**src/rtl/cc_deserializer_if.sv**
```systemverilog
// Miss-request, memory read-beat and return-FIFO signals of the miss-fill assembler.
interface cc_deserializer_if;
    logic         miss_req_valid_i;
    logic         miss_req_ready_o;
    logic [5:0]   miss_req_offset_i;
    logic [63:0]  mem_rdata_i;
    logic         mem_rvalid_i;
    logic         mem_rlast_i;
    logic         mem_rready_o;
    logic         fifo_full_i;
    logic         fifo_wren_o;
    logic [517:0] fifo_wdata_o;
    logic         err_o;

    modport slave (
        input  miss_req_valid_i, miss_req_offset_i, mem_rdata_i, mem_rvalid_i,
               mem_rlast_i, fifo_full_i,
        output miss_req_ready_o, mem_rready_o, fifo_wren_o, fifo_wdata_o, err_o
    );

    modport master (
        output miss_req_valid_i, miss_req_offset_i, mem_rdata_i, mem_rvalid_i,
               mem_rlast_i, fifo_full_i,
        input  miss_req_ready_o, mem_rready_o, fifo_wren_o, fifo_wdata_o, err_o
    );
endinterface

```
**src/rtl/cc_deserializer.sv**
```systemverilog
// Miss-fill assembler: 8 x 64-bit beats -> one {offset, line} return-FIFO entry.
// Optional rlast protocol check enabled by defining CC_DESERIALIZER_LAST_CHECK_EN.
module cc_deserializer (
    input  logic             clk,
    input  logic             rst,
    cc_deserializer_if.slave bus
);
    typedef enum logic [1:0] {IDLE, COLLECT, PUSH} state_t;

    state_t           state_q, state_d;
    logic [2:0]       cnt_q, cnt_d;
    logic [5:0]       offset_q, offset_d;
    logic [7:0][63:0] line_q, line_d;
    logic             req_hs, beat_hs;

    assign bus.miss_req_ready_o = (state_q == IDLE);
    assign bus.mem_rready_o     = (state_q == COLLECT);
    assign bus.fifo_wren_o      = (state_q == PUSH) && !bus.fifo_full_i;
    assign bus.fifo_wdata_o     = {offset_q, line_q};

    assign req_hs  = bus.miss_req_valid_i && (state_q == IDLE);
    assign beat_hs = bus.mem_rvalid_i && (state_q == COLLECT);

    always_comb begin
        state_d  = state_q;
        cnt_d    = cnt_q;
        offset_d = offset_q;
        line_d   = line_q;
        case (state_q)
            IDLE: begin
                if (req_hs) begin
                    offset_d = bus.miss_req_offset_i;
                    cnt_d    = 3'd0;
                    state_d  = COLLECT;
                end
            end
            COLLECT: begin
                if (beat_hs) begin
                    // Word 0 lands in the top slot, so slot index is 7-cnt.
                    line_d[~cnt_q] = bus.mem_rdata_i;
                    cnt_d          = cnt_q + 3'd1;
                    if (cnt_q == 3'd7) state_d = PUSH;
                end
            end
            PUSH: begin
                if (!bus.fifo_full_i) state_d = IDLE;
            end
            default: state_d = IDLE;
        endcase
    end

    always_ff @(posedge clk or posedge rst) begin
        if (rst) begin
            state_q  <= IDLE;
            cnt_q    <= 3'd0;
            offset_q <= 6'd0;
            line_q   <= '0;
        end else begin
            state_q  <= state_d;
            cnt_q    <= cnt_d;
            offset_q <= offset_d;
            line_q   <= line_d;
        end
    end

`ifdef CC_DESERIALIZER_LAST_CHECK_EN
    logic err_q, err_d;

    // Sticky: rlast must coincide exactly with the eighth accepted beat.
    always_comb begin
        err_d = err_q;
        if (beat_hs && (bus.mem_rlast_i != (cnt_q == 3'd7))) err_d = 1'b1;
    end

    always_ff @(posedge clk or posedge rst) begin
        if (rst) err_q <= 1'b0;
        else     err_q <= err_d;
    end

    assign bus.err_o = err_q;
`else
    assign bus.err_o = 1'b0;
`endif
endmodule

```
**src/flat_wrapper.sv**
```systemverilog
// flat-port wrapper written by rule: the top's interface ports become plain ports
module cc_deserializer_flat 
  (clk, rst, bus_miss_req_valid_i, bus_miss_req_offset_i, bus_mem_rdata_i, bus_mem_rvalid_i, bus_mem_rlast_i, bus_fifo_full_i, bus_miss_req_ready_o, bus_mem_rready_o, bus_fifo_wren_o, bus_fifo_wdata_o, bus_err_o);
  cc_deserializer_if bus_i ();
  input  logic clk;
  input  logic rst;
  input wire logic [$bits(bus_i.miss_req_valid_i)-1:0] bus_miss_req_valid_i;
  input wire logic [$bits(bus_i.miss_req_offset_i)-1:0] bus_miss_req_offset_i;
  input wire logic [$bits(bus_i.mem_rdata_i)-1:0] bus_mem_rdata_i;
  input wire logic [$bits(bus_i.mem_rvalid_i)-1:0] bus_mem_rvalid_i;
  input wire logic [$bits(bus_i.mem_rlast_i)-1:0] bus_mem_rlast_i;
  input wire logic [$bits(bus_i.fifo_full_i)-1:0] bus_fifo_full_i;
  output wire logic [$bits(bus_i.miss_req_ready_o)-1:0] bus_miss_req_ready_o;
  output wire logic [$bits(bus_i.mem_rready_o)-1:0] bus_mem_rready_o;
  output wire logic [$bits(bus_i.fifo_wren_o)-1:0] bus_fifo_wren_o;
  output wire logic [$bits(bus_i.fifo_wdata_o)-1:0] bus_fifo_wdata_o;
  output wire logic [$bits(bus_i.err_o)-1:0] bus_err_o;
  assign bus_i.miss_req_valid_i = bus_miss_req_valid_i;
  assign bus_i.miss_req_offset_i = bus_miss_req_offset_i;
  assign bus_i.mem_rdata_i = bus_mem_rdata_i;
  assign bus_i.mem_rvalid_i = bus_mem_rvalid_i;
  assign bus_i.mem_rlast_i = bus_mem_rlast_i;
  assign bus_i.fifo_full_i = bus_fifo_full_i;
  assign bus_miss_req_ready_o = bus_i.miss_req_ready_o;
  assign bus_mem_rready_o = bus_i.mem_rready_o;
  assign bus_fifo_wren_o = bus_i.fifo_wren_o;
  assign bus_fifo_wdata_o = bus_i.fifo_wdata_o;
  assign bus_err_o = bus_i.err_o;
  cc_deserializer u_core (.clk(clk), .rst(rst), .bus(bus_i));
endmodule
```
**config.mk**
```make
export PLATFORM = sky130hd
export DESIGN_NAME = cc_deserializer_flat
export DESIGN_NICKNAME = d
export VERILOG_FILES = /design/src/rtl/cc_deserializer_if.sv /design/src/rtl/cc_deserializer.sv /design/src/flat_wrapper.sv
export SDC_FILE = /design/constraint.sdc
export NUM_CORES = 1
export LEC_CHECK = 0
export BUFFER_PORTS_ARGS = -buffer_cell sky130_fd_sc_hd__buf_2
export CAP_MARGIN = 30
export CORE_ASPECT_RATIO = 0.9
export CORE_UTILIZATION = 36
export DETAILED_ROUTE_END_ITERATION = 8
export GPL_TIMING_DRIVEN = 0
export PLACE_DENSITY = 0.66
export SLEW_MARGIN = 0
export SYNTH_ARGS = -nofsm -noshare
export SYNTH_HDL_FRONTEND = slang
export SYNTH_SLANG_ARGS = --single-unit
```
**constraint.sdc**
```tcl
create_clock -name clk -period 20.4 [get_ports clk]
set_input_delay 3.06 -clock clk [delete_from_list [all_inputs] [get_ports clk]]
set_output_delay 3.06 -clock clk [all_outputs]
set_load 0.02 [all_outputs]
```
# Word-level counts from Yosys, hierarchy flattened
# Index checks and enable logic that the tools add are counted.
# totals
inputBits	76
output_inout_bits	522
word_cells	44
ff_bits	523
# op_classes
bitwise	1
n_reduce_logical	11
muxes	11
addsub	1
magnitude_cmp	2
eq_ne	7
# ops
operator	n
$bwmux W512	1
$demux W64 S3	1
$mux W64	1
$mux W2	4
$mux W3	2
$ne A2 B1 Y1 const B	3
$pmux W2 S3	1
$pmux W3 S2	1
$logic_and A1 B1 Y1	4
$lt A3 B4 Y1 const B	1
$reduce_and A2 Y1	2
$reduce_and A4 Y1	1
$add A3 B1 Y3 const B	1
$eq A3 B3 Y1 const B	1
$ge A3 B1 Y1 const B	1
$not A3 Y3	1
$reduce_and A3 Y1	1
$eq A2 B1 Y1 const B	1
$eq A2 B2 Y1 const B	1
$logic_not A2 Y1	1
$ne A2 B2 Y1 const B	1
$reduce_bool A2 Y1	1
$logic_not A1 Y1	1

# Depth between registers and ports, before layout
# depth
ltp_word	6
depth_mapped	7
ltp_nobuf	4

# Worst setup path after synthesis
# OpenSTA, ideal clock, no wires.
# synth_path
path_kind	input to output
from	in bus_fifo_full_i
to	out bus_fifo_wren_o
n_path_buf	0
slack_ns	13.762
required_time_ns	17.340
path_stages	1
arrival_ns	3.578
cell_sequence	nor3b_1
# synth_via
elab_chain_cells	2
# synth_lines
item	line_no	source
from (decl)	flat_wrapper.sv:12	input wire logic [$bits(bus_i.fifo_full_i)-1:0] bus_fifo_full_i;
$logic_not A1 Y1	cc_deserializer.sv:18	assign bus.fifo_wren_o = (state_q == PUSH) && !bus.fifo_full_i;
$logic_and A1 B1 Y1	cc_deserializer.sv:18	
to (decl)	flat_wrapper.sv:15	output wire logic [$bits(bus_i.fifo_wren_o)-1:0] bus_fifo_wren_o;
# Every way passes these cells.

# Worst setup path after layout
# Same ends and word-level chain as after synthesis.

==> results by group <==
Worst setup path
  • CP Capture Type: primary output
  • WS Path Type: primary input to primary output
  • Worst setup SP type: primary input
  • Crit Path Max Fanout: 2
  • Req. time, crit path: 17.34 ns
  • Critical Path AT: 3.65 ns

Floorplanning
  • Die Span Y: 224 um
  • Row count: 80
  • Initial Util: 36.8%
  • Core ar.: 0.0536 mm^2
  • Die area: 0.0556 mm^2
  • I/O pins: 598
  • Die Width: 249 um

Timing
  • Max Fclk: 149 MHz
  • Period minus WS final: 6.71 ns
  • Final hold violation count: 0
  • Max_slew headroom: 41.2%
  • # setup viols final: 0
  • Setup WS post-layout: 13.69 ns
  • Worst Hold Slack: roughly 0.5 ns
  • Measured slew at the worst slew-check pin: 0.880 ns
  • Final Max Tran Viols: 0
  • Crit share post-route: 32.9%
  • Max Clock Skew: ~0.0083 ns
  • Setup tns final: 0 ns
  • RSZ-0062 raised after global routing: false

CTS
  • Post-CTS sizing: 0
  • Worst-Skew Late Latency: 0.58 ns
  • H-tree Lvls: 2
  • Root Buffer Master: clkbuf_16
  • Clock transition at path regs: 0.06 ns
  • Post-CTS setup repair buffer count: 0
  • Total CTS buffers: 53
  • CTS tree: yes
  • Num Clock Sinks: 523
  • Hold-fix buffers, CTS: 0
  • CTS max path bufs: 3

Global routing
  • Global-route wire length before repair: 85,400 um
  • GRT Total Usage: 20.3%
  • Initial antenna violation count: 3
  • Vias in the first global route: about 13,000
  • Grt ovf: 0
  • Pin count of the biggest net entering global routing: 134

Finish
  • N_diodes: 0
  • Nets: 1,869
  • Layout cell share with drive strength beyond 1: 68.5%
  • Area of the multi-input gates: 0.00632 mm^2
  • Commonest non-fill, non-tap cell in the layout: buf_2
  • Design area: about 0.026 mm^2
  • Most frequent cells in the layout: buf_2 (621), dfrtp_1 (523), mux2_2 (458), mux2_4 (60), clkbuf_16 (55)
  • # fillers: roughly 4,700
  • Layout area overhead: 30.0%
  • Sequential cell area: around 0.013 mm^2
  • Post-route core utilization: 47.8%
  • Non-filler cells, final: roughly 2,500

Synthesis
  • Mapped Nets: 1,210
  • Post-synth EDFFs: 0
  • Mapped Area: slightly below 0.02 mm^2
  • Largest cells by area after synthesis: dfrtp_1 (66%), mux2_2 (26%), mux2_4 (4.6%)
  • Yosys top cell area share: about two thirds
  • Seq cells post-synth: roughly 520
  • Syn. warnings: 0
  • Cells after Synth: approximately 1,100
  • Synth Flop Type: dfrtp_1
  • Leading area contributor after synthesis: dfrtp_1
  • Syn avg cell area: 17.4 um^2
  • Async set-reset flop share out of synthesis: 100%
  • Synth unique cells: 25
  • Post-synthesis sequential area ratio: 66.5%

Run
  • Max Cap Viol: 0

Place
  • Routability congestion estimate: 0.818
  • Placed cells: approximately 2,400
  • DP HPWL: 40,900 um
  • DP Worst Slack: ~14 ns
  • Placed Area: 0.0238 mm^2
  • Port bufs: about 600

Routing
  • Drt wl/cell: 22.4 um
  • DRT Pass-1 Iters: 4
  • Detailed Route Iter0 Violations: 501
  • Residual DRC: 0
  • Vias/cell: 4.83
  • Routed Antenna Nets: 0
  • WL final: 56,600 um
  • Vias: ~12,000

Pwr
  • Power consumption: 4.89 mW
  • PD cells: 191 mW/mm^2
  • Pleak: 12.8 nW
  • Peak supply drop: 107 uV

Status
  • Status: complete, no violations

Worst hold path
  • Hold WC Path Type: register to register
-- critical path, stage by stage --
cell,delay (ns)
buf_2,0.11
nor3b_1,0.22
buf_2,0.26
-- per-layer routing --
metal	vias to the layer above	track usage, %	wire, um
li1	5333	-	-
met4	0	7.35	1910
met3	111	5.17	3420
met2	403	33.1	27200
met1	6373	26.1	24100
met5	-	0	0
-- registers in the layout (all words and copies together), names as in the netlist --
name	flops
u_core.bus.fifo_wdata_o	512
u_core.cnt_q	3
u_core.offset_q	6
u_core.state_q	2
-- layout make-up --
type	count	share of cell area, %
plain buffers	55	1.17
clock buffers	82	6.52
clock inverters	16	0.597
inverters	2	0.0587
multi-input cells	552	24.7
flip-flops and latches	523	51.1
well taps	697	3.41
repair buffers	604	12.4
-- report_power, final --
group | total (mW) | leakage (nW) | internal [mW] | switching [mW]
sequential | 1.80 | 6.44 | 1.55 | 0.254
clock | 0.999 | 0.898 | 0.588 | 0.412
combinational | 2.09 | 5.45 | 0.861 | 1.23
total | 4.89 | 12.8 | 2.99 | 1.89
-- cell families after synthesis --
logic type      after synthesis  share of synthesized area (%)
other cells                   1                         0.0190
fa+ha+maj                     2                          0.127
compound gates                8                          0.324
buf+inv                      57                           1.56
simple gates                 23                          0.737
flops                       523                           66.5
mux                         518                           30.8
-- synth_stat cells, drive strengths merged, types with 2 or more instances --
| master | n |
|---|---|
| clkbuf | 20 |
| inv | 2 |
| nor2 | 6 |
| nor3b | 2 |
| dfrtp | 523 |
| nor2b | 2 |
| nand2 | 3 |
| a22o | 4 |
| nand3b | 4 |
| or4b | 2 |
| buf | 35 |
| ha | 2 |
| nor3 | 2 |
| mux2 | 518 |
-- worst paths after layout --
path	start	endpoint	slack, ns	cells after the start
setup / recovery	bus_fifo_full_i	bus_fifo_wren_o	13.69	3
max in group asynchronous	rst	u_core.bus.fifo_wdata_o[229]	16.23	4
setup reg to reg	u_core.cnt_q[2]	u_core.bus.fifo_wdata_o[22]	17.51	5
min in group asynchronous	rst	u_core.bus.fifo_wdata_o[201]	2.68	2
hold / removal	u_core.bus.fifo_wdata_o[381]	u_core.bus.fifo_wdata_o[381]	0.50	1
hold reg to reg	u_core.bus.fifo_wdata_o[381]	u_core.bus.fifo_wdata_o[381]	0.50	1
(Power assumes the default switching activity.)
